### src/rtl/ram_fifo_pkg.sv
// Shared constants and helpers for the RAM-backed FWFT FIFO controller.
// Latency: n/a (package only).
// Backpressure: n/a (package only).
//
// Contents:
//   ptr_width()   - pointer width (address bits plus one wrap bit)
//   level_width() - occupancy counter width (RAM count plus output stage)
//   OBUF_DEPTH    - number of entries in the output skid register
//   obuf_cnt_t    - occupancy type of the output skid register
package ram_fifo_pkg;

  // Output skid register depth; the read issue logic keeps at most this
  // many words in flight plus buffered.
  localparam int OBUF_DEPTH = 2;

  typedef logic [$clog2(OBUF_DEPTH + 1)-1:0] obuf_cnt_t;

  // One extra MSB distinguishes full (MSBs differ) from empty (MSBs equal).
  function automatic int ptr_width(input int addr_width);
    return addr_width + 1;
  endfunction

  // Holds values up to DEPTH + OBUF_DEPTH.
  function automatic int level_width(input int addr_width);
    return addr_width + 2;
  endfunction

endpackage

### src/rtl/ram_fifo_obuf.sv
// Two-entry output skid register that turns 1-cycle RAM reads into a FWFT stream.
// Latency: captured word is presented on m_valid/m_data the cycle after capture.
// Backpressure: head entry holds stable while m_valid && !m_ready; upstream must not over-capture.
//
// Ports:
//   clk, rst      - clock, asynchronous active-high reset
//   clr           - synchronous discard of all buffered words
//   cap, cap_data - capture a word returned by the RAM
//   m_ready       - consumer ready; pop = m_valid && m_ready
//   m_valid       - head entry is valid
//   m_data        - head entry
//   cnt           - number of buffered words (0..OBUF_DEPTH)
module ram_fifo_obuf
  import ram_fifo_pkg::*;
#(
  parameter int DATA_WIDTH = 12
) (
  input  logic                  clk,
  input  logic                  rst,
  input  logic                  clr,
  input  logic                  cap,
  input  logic [DATA_WIDTH-1:0] cap_data,
  input  logic                  m_ready,
  output logic                  m_valid,
  output logic [DATA_WIDTH-1:0] m_data,
  output obuf_cnt_t             cnt
);

  logic [DATA_WIDTH-1:0] head_q;
  logic [DATA_WIDTH-1:0] tail_q;
  logic                  pop;

  assign m_valid = (cnt != '0);
  assign m_data  = head_q;
  assign pop     = m_valid && m_ready;

  // The issue logic upstream guarantees cnt + in-flight never exceeds
  // OBUF_DEPTH, so a capture never arrives while both entries are full.
  always_ff @(posedge clk or posedge rst) begin
    if (rst) begin
      cnt    <= '0;
      head_q <= '0;
      tail_q <= '0;
    end else if (clr) begin
      cnt <= '0;
    end else begin
      case ({cap, pop})
        2'b10: begin
          if (cnt == '0) head_q <= cap_data;
          else           tail_q <= cap_data;
          cnt <= cnt + 1'b1;
        end
        2'b01: begin
          head_q <= tail_q;
          cnt    <= cnt - 1'b1;
        end
        2'b11: begin
          // Count is unchanged; the new word lands behind whatever remains.
          if (cnt == obuf_cnt_t'(1)) begin
            head_q <= cap_data;
          end else begin
            head_q <= tail_q;
            tail_q <= cap_data;
          end
        end
        default: ;
      endcase
    end
  end

endmodule

### src/rtl/ram_fifo_ctrl.sv
// Sequences a simple dual-port RAM (A write, B read, 1-cycle read) as a FWFT pixel FIFO.
// Latency: push into an empty FIFO appears on m_valid 3 cycles later; 1 word/cycle streaming.
// Backpressure: s_ready drops when the RAM holds DEPTH words; m_ready stalls hold m_data stable.
//
// Optional feature macro: RAM_FIFO_FLUSH_EN adds a synchronous 'flush' input that
// discards all contents (pointers, in-flight read and output buffer) at the clock edge.
//
// Ports:
//   clk, rst                        - single clock, asynchronous active-high reset
//   flush                           - (RAM_FIFO_FLUSH_EN only) discard everything
//   s_valid, s_ready, s_data        - write-side stream
//   m_valid, m_ready, m_data        - read-side stream
//   ram_wea, ram_ena, ram_addra,
//   ram_wr_data                     - RAM port A (write)
//   ram_enb, ram_addrb, ram_rd_data - RAM port B (read, data valid cycle after ram_enb)
//   level                           - words held: RAM + in-flight read + output buffer
module ram_fifo_ctrl
  import ram_fifo_pkg::*;
#(
  parameter int DEPTH      = 2048,
  parameter int DATA_WIDTH = 12,
  parameter int ADDR_WIDTH = 11
) (
  input  logic                    clk,
  input  logic                    rst,
`ifdef RAM_FIFO_FLUSH_EN
  input  logic                    flush,
`endif
  input  logic                    s_valid,
  output logic                    s_ready,
  input  logic [DATA_WIDTH-1:0]   s_data,
  output logic                    m_valid,
  input  logic                    m_ready,
  output logic [DATA_WIDTH-1:0]   m_data,
  output logic                    ram_wea,
  output logic                    ram_ena,
  output logic [ADDR_WIDTH-1:0]   ram_addra,
  output logic [DATA_WIDTH-1:0]   ram_wr_data,
  output logic                    ram_enb,
  output logic [ADDR_WIDTH-1:0]   ram_addrb,
  input  logic [DATA_WIDTH-1:0]   ram_rd_data,
  output logic [ADDR_WIDTH+1:0]   level
);

  localparam int PW = ptr_width(ADDR_WIDTH);
  localparam int LW = level_width(ADDR_WIDTH);

  typedef logic [PW-1:0] ptr_t;
  typedef logic [LW-1:0] level_t;

  localparam ptr_t DEPTH_P = ptr_t'(DEPTH);

  ptr_t      wr_ptr;
  ptr_t      rd_ptr;
  ptr_t      ram_cnt;
  logic      pend;
  obuf_cnt_t buf_cnt;
  logic      flush_i;
  logic      push;
  logic      pop;
  logic      issue;
  logic [2:0] occ;

`ifdef RAM_FIFO_FLUSH_EN
  assign flush_i = flush;
`else
  assign flush_i = 1'b0;
`endif

  // Wrap-bit arithmetic: the modulo-2^PW difference is the RAM occupancy.
  assign ram_cnt = wr_ptr - rd_ptr;

  // Write side. Decisions use registered pointers only, so a word is never
  // read back in the cycle it is written.
  assign s_ready     = (ram_cnt != DEPTH_P) && !flush_i;
  assign push        = s_valid && s_ready;
  assign ram_ena     = push;
  assign ram_wea     = push;
  assign ram_addra   = wr_ptr[ADDR_WIDTH-1:0];
  assign ram_wr_data = s_data;

  // Read issue: only fetch when the output stage has room for the word once
  // it returns, counting the read already in flight and this cycle's pop.
  assign pop   = m_valid && m_ready;
  assign occ   = 3'(buf_cnt) + 3'(pend) - 3'(pop);
  assign issue = (ram_cnt != '0) && (occ < 3'(OBUF_DEPTH)) && !flush_i;

  assign ram_enb   = issue;
  assign ram_addrb = rd_ptr[ADDR_WIDTH-1:0];

  always_ff @(posedge clk or posedge rst) begin
    if (rst) begin
      wr_ptr <= '0;
      rd_ptr <= '0;
      pend   <= 1'b0;
    end else if (flush_i) begin
      wr_ptr <= '0;
      rd_ptr <= '0;
      pend   <= 1'b0;
    end else begin
      if (push)  wr_ptr <= wr_ptr + 1'b1;
      if (issue) rd_ptr <= rd_ptr + 1'b1;
      pend <= issue;
    end
  end

  ram_fifo_obuf #(
    .DATA_WIDTH (DATA_WIDTH)
  ) u_obuf (
    .clk      (clk),
    .rst      (rst),
    .clr      (flush_i),
    .cap      (pend),
    .cap_data (ram_rd_data),
    .m_ready  (m_ready),
    .m_valid  (m_valid),
    .m_data   (m_data),
    .cnt      (buf_cnt)
  );

  // Sum of registered terms, so it is consistent with the state every cycle.
  assign level = level_t'(ram_cnt) + level_t'(pend) + level_t'(buf_cnt);

endmodule

### config.mk
export PLATFORM = sky130hd
export DESIGN_NAME = ram_fifo_ctrl
export DESIGN_NICKNAME = d
export VERILOG_FILES = /design/src/rtl/ram_fifo_pkg.sv /design/src/rtl/ram_fifo_obuf.sv /design/src/rtl/ram_fifo_ctrl.sv
export SDC_FILE = /design/constraint.sdc
export NUM_CORES = 1
export LEC_CHECK = 0
export CAP_MARGIN = 0
export CORE_MARGIN = 1
export CORE_UTILIZATION = 39
export DETAILED_ROUTE_END_ITERATION = 6
export PLACE_DENSITY = 0.65
export SYNTH_ARGS = -nofsm -noshare
export SYNTH_HDL_FRONTEND = slang
export SYNTH_HIERARCHICAL = 1
export SYNTH_SLANG_ARGS = --single-unit
### constraint.sdc
create_clock -name clk -period 7.7 [get_ports clk]
set_input_delay 1.54 -clock clk [delete_from_list [all_inputs] [get_ports clk]]
set_output_delay 1.54 -clock clk [all_outputs]
set_load 0.01 [all_outputs]
==> flow_metrics.env, run 1 <==
export IMPL_synth_compound_area_share_pct=14.2
export IMPL_slowest_delay_ns=0.60
export IMPL_design_portCount=92
export IMPL_synth_top_area_share_pct=33.2
export IMPL_swShare_pct=44.0
export IMPL_multiInputGateArea_sq_um=2110
export IMPL_hold_class="flip-flop to flip-flop"
export IMPL_leakage_uw=0.00184
export IMPL_grt_pass1_wl_mm=13.4
export IMPL_synth_xor_area_share_pct=10.2
export IMPL_seq_area_frac_synth_pct=33.2
export IMPL_grt_max_degree=27
export IMPL_synthMuxAreaShare_pct=4.49
export IMPL_drc=0
export IMPL_yosysWarnings=6
export IMPL_die_h_um=101
export IMPL_synth_distinct_cells=62
export IMPL_pwr_share_comb_pct=70.2
export IMPL_drt_initial_drc_count=88
export IMPL_synth_most_common_cell="dfrtp_1"
export IMPL_clock_latency_ns=0.30
export IMPL_core_area_sq_um=9420
export IMPL_clock_sinks=51
export IMPL_root_buffer="clkbuf_8"
export IMPL_wirelength_mm=8.02
export IMPL_fillerInstances=908
export IMPL_synth_main_ff_cell="dfrtp_1"
export IMPL_fin_nets=479
export IMPL_synth_top_family_by_area="simple AND/OR/NAND/NOR gates"
export IMPL_gp_congestion=0.876
export IMPL_crit_top_cell="clkdlybuf4s50_1"
export IMPL_hpwl_mm=6.41
export IMPL_diodes=0
export IMPL_crit_fanout=5
export IMPL_synth_area_leaders="dfrtp_1 (33%), buf_4 (7.0%), xnor2_1 (6.2%), ha_1 (5.9%), a31oi_2 (3.3%)"
export IMPL_p_sw_uw=960
export IMPL_grtUsageTotal_pct=16.5
export IMPL_routedWlPerCell_um=14.4
export IMPL_crit_arrival_ns=4.19
export IMPL_total_power_uw=2180
export IMPL_power_internal_uw=1220
export IMPL_cts_setup_buffers=0
export IMPL_sequentialPowerShare_pct=23.0
export IMPL_detail_route_antenna_nets=0
export IMPL_crit_type="input port to primary output"
export IMPL_gr_total_overflow=0
export IMPL_syn_avg_cell_area_sq_um=9.64
export IMPL_rows=35
export IMPL_status="finished, final reports clean"
export IMPL_synth_fa_ha_area_share_pct=8.23
export IMPL_max_freq_ghz=0.175
export IMPL_antenna_found_initial=0
export IMPL_synth_simple_area_share_pct=17.4
export IMPL_worst_slew_pin_slew_ns=0.970
export IMPL_start_kind="input port"
export IMPL_synth_seq_cells=51
export IMPL_finClkSkew_ns=0.0105
export IMPL_clockBufferDepth=2
export IMPL_holdBufCountCts=0
export IMPL_power_density_nw_per_um2=494
export IMPL_start_util_pct=40.8
export IMPL_port_buffers=67
export IMPL_drtPass1Iterations=6
export IMPL_regArea_sq_um=1280
export IMPL_die_w_um=101
export IMPL_finalSetupTns_ns=0
export IMPL_rsz0062_at_grt="false"
export IMPL_avgViaCountPerCell=5.02
export IMPL_maxCapViolCount=0
export IMPL_max_slew_margin_rel_pct=35.2
export IMPL_crit_path_end_kind="primary output"
export IMPL_die_area_sq_um=10300
export IMPL_fin_crit_sh_pct=74.4
export IMPL_synth_area_sq_um=3840
export IMPL_timing_final_hold_violations=0
export IMPL_post_place_ws_ns=1.96
export IMPL_period_minus_slack_ns=5.73
export IMPL_h_tree_depth=2
export IMPL_crit_slowest_cell="clkdlybuf4s50_1"
export IMPL_synth_edf_count=0
export IMPL_path_clk_slew_ns=0.09
export IMPL_cts_resized=0
export IMPL_setup_violations_final=0
export IMPL_cts_buffers=5
export IMPL_setup_ws_ns=1.97
export IMPL_required_ns=6.16
export IMPL_synthArstFlopShare_pct=100
export IMPL_pwr_share_clk_pct=6.8
export IMPL_cts_tree="built"
export IMPL_synth_commonest_cells="dfrtp_1 (51), buf_4 (36), inv_1 (30)"
export IMPL_drive_gt1_share_pct=12.1
export IMPL_syn_to_final_growth_pct=15.0
export IMPL_grt_pass1_vias=2829
export IMPL_yosys_area_top_type="dfrtp_1"
export IMPL_vdd_drop_max_mv=0.226
export IMPL_cp_cell_sequence="clkdlybuf4s50_1 -> and2_1 -> ha_1 -> nand2b_1 -> fa_1 -> xnor2_1 -> nand2_1 -> nor2_1 -> clkdlybuf4s50_1"
export IMPL_drv_slew=0
export IMPL_synth_cells=399
export IMPL_vias=2801
## cell families after synthesis
family          after synthesis
simple gates                117
buf+inv                      78
compound gates               71
flops                        51
xor+xnor                     43
fa+ha+maj                    23
mux                          15
other cells                   1
## placed cells by master (no fill, tap or decap), types with 2 or more instances in the layout
cell type / synthesis / layout
a211o_1: 2 / 2
a31oi_1: 3 / 3
ha_1: 18 / 18
nand2b_1: 8 / 8
nand4_1: 3 / 3
clkbuf_8: 0 / 5
a21oi_1: 21 / 21
clkdlybuf4s50_1: 0 / 67
mux2_1: 3 / 3
nor3_1: 15 / 15
a21o_1: 2 / 2
nor4_2: 2 / 2
nor2b_1: 2 / 2
nor2_1: 14 / 14
dfrtp_1: 51 / 51
nor3b_1: 4 / 4
or2_2: 3 / 3
nand3b_1: 2 / 2
o21ai_0: 15 / 15
o21ai_1: 2 / 2
o21bai_1: 2 / 2
a31oi_2: 10 / 10
conb_1: 1 / 3
nand3_1: 22 / 22
and2_1: 5 / 5
mux2_2: 11 / 11
nand2_1: 22 / 22
inv_1: 30 / 30
a21oi_2: 2 / 2
xor2_1: 14 / 14
and3_1: 3 / 3
fa_1: 4 / 4
nor4_1: 3 / 3
xnor2_1: 27 / 27
## registers in the layout (all words and copies together) (netlist names)
register	count
u_obuf/cnt	2
wr_ptr	12
u_obuf/tail_q	12
u_obuf/m_data	12
rd_ptr	12
pend	1
## worst max-delay path: cells and delay by family
kind          cells  cell delay (ns)
simple gates      4             0.70
xor+xnor          1             0.19
fa+ha+maj         2             0.61
buf+inv           2             1.15
## cell type report
class	instances	area share, %
Multi-Input combinational cell	272	47.6
Sequential cell	51	28.9
Timing Repair Buffer	68	15.3
Tap cell	129	3.65
Inverter	31	2.63
Clock buffer	5	1.56
Clock inverter	2	0.311
## power groups by stage
stage | Sequential (uW) | Combinational [uW] | Clock (uW)
final | 501 | 1530 | 149
after global routing | 521 | 1680 | 167
after CTS | 503 | 1550 | 158
after detailed placement | 508 | 1550 | 0
after global placement | 502 | 1530 | 0
after floorplan | 485 | 1060 | 0
## final timing paths
path,from,end,slack [ns],cells after the start
worst max-delay path,m_ready,ram_enb,1.97,9
worst min-delay path,wr_ptr[11],wr_ptr[11],0.50,1
worst max register to register,wr_ptr[0],rd_ptr[1],4.14,12
worst min register to register,wr_ptr[11],wr_ptr[11],0.50,1
max in group asynchronous,rst,wr_ptr[0],5.26,2
min in group asynchronous,rst,rd_ptr[1],1.84,2
## stage by stage
stage                     area (sq um)  utilization, %  hold slack (ns)  instances
final                             4420            47.0            0.496        558
after global routing              4420            47.0            0.506        558
after CTS                         4420            47.0            0.501        558
after detailed placement          4340            46.1            0.487        551
after global placement            4340            46.1            0.473        551
after floorplan                   3850               -            0.460        401
## metal layers
metal / share of wire [%] / vias up / track usage [%]
met1: 44 / 1343 / 19.8
met5: 0 / - / 0
li1: - / 1390 / -
met3: 3.8 / 10 / 2.55
met4: 0.59 / 0 / 2.90
met2: 51 / 58 / 31.2
Power figures use the tool's default switching activity.
==> run 2: changes to the inputs <==
--- a/config.mk
+++ b/config.mk
@@ -9,7 +9,7 @@
 export CORE_MARGIN = 1
 export CORE_UTILIZATION = 39
 export DETAILED_ROUTE_END_ITERATION = 6
-export PLACE_DENSITY = 0.65
+export PLACE_DENSITY = 0.68
 export SYNTH_ARGS = -nofsm -noshare
 export SYNTH_HDL_FRONTEND = slang
 export SYNTH_HIERARCHICAL = 1
==> constraint.sdc (replaced) <==
create_clock -name clk -period 4.93 [get_ports clk]
set_input_delay 0.986 -clock clk [delete_from_list [all_inputs] [get_ports clk]]
set_output_delay 0.986 -clock clk [all_outputs]
set_load 0.01 [all_outputs]
==> run 2 against run 1 <==
- hold slack better by 0.0029 ns
- via count is 2.3% higher
- design area increased by 2.4%
- setup slack got worse by 1.7 ns
- clock skew shrank 0.0060 ns
- final cell count up 0.72%
- clock-buffer cell count rose by 1
- flip-flop and latch count unchanged
- register-to-register slack lost 2.7 ns
- critical path depth up 4
- total power up 64%
- combinational power up 63%
- critical path type is now flip-flop to primary output
- largest cell class unchanged
==> flow_metrics.env, run 2 (synthesis gave the netlist of run 1 again) <==
export IMPL_status="finished, final reports clean"
export IMPL_rsz0062_at_grt="true"
export IMPL_drt_initial_drc_count=93
export IMPL_max_freq_ghz=0.214
export IMPL_cts_tree="built"
export IMPL_crit_type="flip-flop to primary output"
export IMPL_diodes=0
export IMPL_grt_max_degree=27
export IMPL_wirelength_mm=8.28
export IMPL_crit_fanout=5
export IMPL_grtUsageTotal_pct=16.8
export IMPL_timing_final_hold_violations=0
export IMPL_drtPass1Iterations=4
export IMPL_power_density_nw_per_um2=790
export IMPL_die_w_um=101
export IMPL_h_tree_depth=2
export IMPL_fillerInstances=899
export IMPL_clock_sinks=51
export IMPL_die_h_um=101
export IMPL_finalSetupTns_ns=0
export IMPL_drive_gt1_share_pct=14.3
export IMPL_crit_arrival_ns=3.69
export IMPL_fin_crit_sh_pct=94.9
export IMPL_drc=0
export IMPL_max_slew_margin_rel_pct=33.8
export IMPL_grt_pass1_wl_mm=13.7
export IMPL_design_portCount=92
export IMPL_path_clk_slew_ns=0.10
export IMPL_start_kind="flip-flop"
export IMPL_rows=35
export IMPL_place_area_sq_um=4350
export IMPL_antenna_found_initial=0
export IMPL_required_ns=3.94
export IMPL_drv_slew=0
export IMPL_mostFrequentLayoutCells="clkdlybuf4s50_1 (67), dfrtp_1 (51), inv_1 (30), xnor2_1 (25)"
export IMPL_cts_buffers=5
export IMPL_finClkSkew_ns=0.00456
export IMPL_grt_pass1_vias=2908
export IMPL_period_minus_slack_ns=4.68
export IMPL_dpl_cell_count=552
export IMPL_hold_class="flip-flop to flip-flop"
export IMPL_post_place_ws_ns=0.254
export IMPL_clockBufferDepth=2
export IMPL_vias=2866
export IMPL_layout_commonest_cell="clkdlybuf4s50_1"
export IMPL_setup_ws_ns=0.249
export IMPL_avgViaCountPerCell=5.10
export IMPL_port_buffers=67
export IMPL_fin_nets=482
export IMPL_instances_no_fill=562
export IMPL_root_buffer="clkbuf_8"
export IMPL_total_power_uw=3580
export IMPL_worst_slew_pin_slew_ns=0.992
export IMPL_die_area_sq_um=10300
export IMPL_stdcell_area_sq_um=4530
export IMPL_setup_violations_final=0
export IMPL_vdd_drop_max_mv=0.312
export IMPL_detail_route_antenna_nets=0
export IMPL_hpwl_mm=6.49
export IMPL_gp_congestion=0.876
export IMPL_syn_to_final_growth_pct=17.8
export IMPL_core_area_sq_um=9420
export IMPL_crit_path_end_kind="primary output"
export IMPL_regArea_sq_um=1280
export IMPL_start_util_pct=40.8
export IMPL_routedWlPerCell_um=14.7
export IMPL_gr_total_overflow=0
export IMPL_clock_latency_ns=0.31
export IMPL_multiInputGateArea_sq_um=2150
export IMPL_holdBufCountCts=0
export IMPL_maxCapViolCount=0
export IMPL_leakage_uw=0.00190
==> run 2: cell count changes in the layout (fill, tap and decap cells not counted), moves of 2 or more <==
cell	change
buf_4	+3
nor4_1	-2
nor4_2	+2
xnor2_1	-2
xnor2_2	+2
==> run 2: final cells by class <==
type / instances / share of cell area (%)
clock buffers: 6 / 1.82
multi-input cells: 272 / 47.5
repair buffers: 71 / 15.5
inverters: 31 / 2.57
well taps: 129 / 3.56
flip-flops and latches: 51 / 28.2
clock inverters: 2 / 0.857
==> run 2: worst paths after layout <==
| kind | startpoint | endpoint | slack (ns) | cells after the start |
|---|---|---|---|---|
| max reg2reg | u_obuf/cnt[1] | rd_ptr[10] | 1.47 | 13 |
| max in group asynchronous | rst | u_obuf/m_data[8] | 3.09 | 2 |
| max | wr_ptr[0] | ram_ena | 0.25 | 13 |
| min reg2reg | wr_ptr[11] | wr_ptr[11] | 0.50 | 1 |
| min in group asynchronous | rst | rd_ptr[2] | 1.22 | 2 |
| min | wr_ptr[11] | wr_ptr[11] | 0.50 | 1 |
==> run 2: worst max-delay path: stages, from the launching register on <==
cell,delay [ns]
dfrtp_1,0.45
inv_1,0.08
ha_1,0.15
inv_1,0.05
fa_1,0.41
a21oi_2,0.19
o31a_1,0.18
o311ai_1,0.12
xnor2_1,0.36
nand4b_2,0.25
nor4bb_4,0.36
nand2b_1,0.22
inv_1,0.09
clkdlybuf4s50_1,0.48
==> run 2: through the flow <==
step / hold slack (ns) / utilization [%]
5_1_grt: 0.513 / 48.1
3_5_place_dp: 0.485 / 46.2
2_1_floorplan: 0.460 / -
3_3_place_gp: 0.474 / 46.2
4_1_cts: 0.498 / 47.4
6_report: 0.499 / 48.1
==> run 2: repair_timing <==
| action | in CTS | in global routing |
|---|---|---|
| setup buffers | 0 | 2 |
| resized for setup | 0 | 7 |
| setup endpoints to repair | 0 | 5 |
==> run 2: power by group <==
group          total [uW]  switching, uW  internal [uW]  leakage, uW
logic                2490           1240           1240      0.00123
clock network         313            146            167    0.0000618
registers             779            175            604     0.000602
==> run 2: routing by layer <==
layer  global-route usage (%)  share of wire [%]
met1                     20.6                 45
met2                     30.2                 49
met3                     2.62                4.1
met4                     4.91                1.7
met5                        0                  0
==> run 3: changes to the inputs <==
--- a/config.mk
+++ b/config.mk
@@ -8,9 +8,9 @@
 export CAP_MARGIN = 0
 export CORE_MARGIN = 1
 export CORE_UTILIZATION = 39
+export CTS_BUF_LIST = sky130_fd_sc_hd__clkbuf_4
 export DETAILED_ROUTE_END_ITERATION = 6
 export PLACE_DENSITY = 0.68
 export SYNTH_ARGS = -nofsm -noshare
 export SYNTH_HDL_FRONTEND = slang
-export SYNTH_HIERARCHICAL = 1
 export SYNTH_SLANG_ARGS = --single-unit
==> run 3 against run 2 <==
- first-iteration DRC count down 19%
- critical path depth down 5
- sequential share of layout area up 0.74 points
- design area down 2.4%
- die area down 3.8%
- maximum frequency down 2.7%
- setup slack worse by 0.13 ns
- flip-flop and latch count unchanged
- largest cell class unchanged
- via count up 1.1%
- clock power down 34%
- sequential power down 5.3%
- area after synthesis down 3.9%
==> flow_metrics.env, run 3 <==
export IMPL_syn_nets=444
export IMPL_rows=35
export IMPL_grtUsageTotal_pct=17.0
export IMPL_layout_commonest_cell="clkdlybuf4s50_1"
export IMPL_synth_top_area_share_pct=34.5
export IMPL_drtPass1Iterations=4
export IMPL_die_area_sq_um=9870
export IMPL_seq_area_frac_synth_pct=34.5
export IMPL_r2r_end="rd_ptr[1]"
export IMPL_regToRegStartpoint="wr_ptr[0]"
export IMPL_synth_cells=392
export IMPL_timing_final_hold_violations=0
export IMPL_synthArstFlopShare_pct=100
export IMPL_fin_nets=481
export IMPL_synth_distinct_cells=55
export IMPL_finClkSkew_ns=0.0307
export IMPL_dpl_cell_count=529
export IMPL_post_place_ws_ns=0.305
export IMPL_startpoint="wr_ptr[3]"
export IMPL_root_buffer="clkbuf_4"
export IMPL_clock_latency_ns=0.39
export IMPL_required_ns=3.94
export IMPL_design_portCount=92
export IMPL_clockBufferDepth=2
export IMPL_instances_no_fill=541
export IMPL_start_util_pct=40.2
export IMPL_crit_type="flip-flop to primary output"
export IMPL_synth_seq_cells=51
export IMPL_crit_arrival_ns=3.83
export IMPL_setup_ws_ns=0.118
export IMPL_drc=0
export IMPL_core_area_sq_um=9200
export IMPL_port_buffers=67
export IMPL_status="finished, final reports clean"
export IMPL_synth_area_sq_um=3690
export IMPL_drive_gt1_share_pct=12.3
export IMPL_max_slew_margin_rel_pct=29.2
export IMPL_r2r_worst_path_cells=13
export IMPL_maxCapViolCount=0
export IMPL_grt_max_degree=52
export IMPL_hpwl_mm=6.27
export IMPL_syn_to_final_growth_pct=19.6
export IMPL_mostFrequentLayoutCells="clkdlybuf4s50_1 (67), dfrtp_1 (49), xnor2_1 (31), nand2_1 (30), inv_1 (28)"
export IMPL_vias=2897
export IMPL_cts_buffers=5
export IMPL_avgViaCountPerCell=5.35
export IMPL_synth_most_common_cell="dfrtp_1"
export IMPL_gr_total_overflow=0
export IMPL_crit_path_end_kind="primary output"
export IMPL_wirelength_mm=8.31
export IMPL_crit_fanout=9
export IMPL_gp_congestion=0.855
export IMPL_max_freq_ghz=0.208
export IMPL_yosysWarnings=0
export IMPL_detail_route_antenna_nets=0
export IMPL_die_h_um=99.3
export IMPL_routedWlPerCell_um=15.4
export IMPL_crit_path_end="s_ready"
export IMPL_path_clk_slew_ns=0.18
export IMPL_clock_sinks=51
export IMPL_hold_class="flip-flop to flip-flop"
export IMPL_diodes=0
export IMPL_synth_main_ff_cell="dfrtp_1"
export IMPL_vdd_drop_max_mv=0.996
export IMPL_grt_pass1_vias=2821
export IMPL_setup_violations_final=0
export IMPL_die_w_um=99.3
export IMPL_synth_edf_count=0
export IMPL_synth_commonest_cells="dfrtp_1 (51), buf_4 (35), xnor2_1 (33)"
export IMPL_regToRegSetupSlack_ns=1.57
export IMPL_synth_area_leaders="dfrtp_1 (35%), xnor2_1 (7.8%), buf_4 (7.1%), ha_1 (6.8%), mux2_2 (3.7%)"
export IMPL_syn_avg_cell_area_sq_um=9.43
export IMPL_holdBufCountCts=0
export IMPL_period_minus_slack_ns=4.81
export IMPL_yosys_area_top_type="dfrtp_1"
export IMPL_power_density_nw_per_um2=800
export IMPL_h_tree_depth=2
export IMPL_grt_pass1_wl_mm=13.5
export IMPL_drt_initial_drc_count=75
export IMPL_drv_slew=0
export IMPL_leakage_uw=0.00184
export IMPL_worst_slew_pin_slew_ns=1.06
export IMPL_fin_crit_sh_pct=97.6
export IMPL_cts_tree="built"
export IMPL_start_kind="flip-flop"
export IMPL_antenna_found_initial=0
[run 3: cell count changes after synthesis, moves of 8 or more]
cell and delta:
a22oi_1 +12, nand2_1 +8, a31oi_2 -10, a21oi_1 -11, xor2_1 -8
[run 3: how the worst min path moves through the flow]
| stage | slack (ns) | endpoint | startpoint | cells past startpoint |
|---|---|---|---|---|
| floorplan | 0.46 | rd_ptr[11] | rd_ptr[11] | 1 |
| global placement | 0.46 | u_obuf.m_data[1] | u_obuf.m_data[1] | 2 |
| detailed placement | 0.47 | u_obuf.m_data[9] | u_obuf.m_data[9] | 2 |
| CTS | 0.51 | rd_ptr[11] | rd_ptr[11] | 1 |
| global route | 0.53 | u_obuf.m_data[4] | u_obuf.m_data[4] | 2 |
| finish | 0.50 | u_obuf.m_data[8] | u_obuf.m_data[8] | 2 |
[run 3: layout make-up]
type,instances,area (sq um)
sequential,51,1280
inverter,29,109
timing repair buffer,77,746
multi-input combinational,265,2080
tap,111,139
clock buffer,5,37.5
clock inverter,3,27.5
fill,890,4780
[run 3: worst max-delay path, cell delays in order (launching register included)]
cell	delay, ns
dfrtp_1	0.52
ha_1	0.38
a21o_1	0.24
a2111oi_4	0.37
mux2i_1	0.30
o211ai_2	0.13
or4_1	0.49
or4b_1	0.52
clkdlybuf4s50_1	0.50
[run 3: repair_timing]
| action | CTS | global route |
|---|---|---|
| buffers inserted | 2 | 2 |
| resized for setup | 0 | 19 |
| pin swaps | 0 | 2 |
| endpoints found under the setup margin | 1 | 8 |
| gates cloned | 0 | 0 |
[run 3: kinds of logic (layout without fill, tap and decap cells)]
| kind of cell | after synthesis | count (layout) | share of synthesized area [%] |
|---|---|---|---|
| flip-flops | 51 | 51 | 34.5 |
| buffers and inverters | 76 | 114 | 11.8 |
| AND/OR/NAND/NOR | 116 | 116 | 17.3 |
| XOR/XNOR | 39 | 39 | 9.24 |
| adder cells (fa/ha/maj) | 24 | 24 | 8.94 |
| multiplexers | 15 | 15 | 4.74 |
| AO/OA/AOI/OAI | 71 | 71 | 13.4 |
[run 3: power by group]
part	internal, uW	switching, uW	total, uW
logic	1310	1280	2590
registers	585	153	738
clock network	60.1	148	208
[run 3: stage by stage]
step	hold WS, ns	power [uW]	TNS, ns	util, %	area (sq um)
3_5_place_dp	0.469	3100	0	45.9	4220
2_1_floorplan	0.461	2250	0	-	3690
3_3_place_gp	0.460	3060	0	45.9	4220
6_report	0.497	3530	0	48.1	4420
4_1_cts	0.505	3360	0	46.8	4300
5_1_grt	0.528	3820	-0.00957	48.1	4420
[run 3: routing by layer]
layer	routed length, um	track usage, %	up-vias
met1	3960	22.9	1379
met4	168	5.88	0
met3	386	3.16	13
li1	-	-	1429
met2	3800	27.5	76
met5	0	0	-
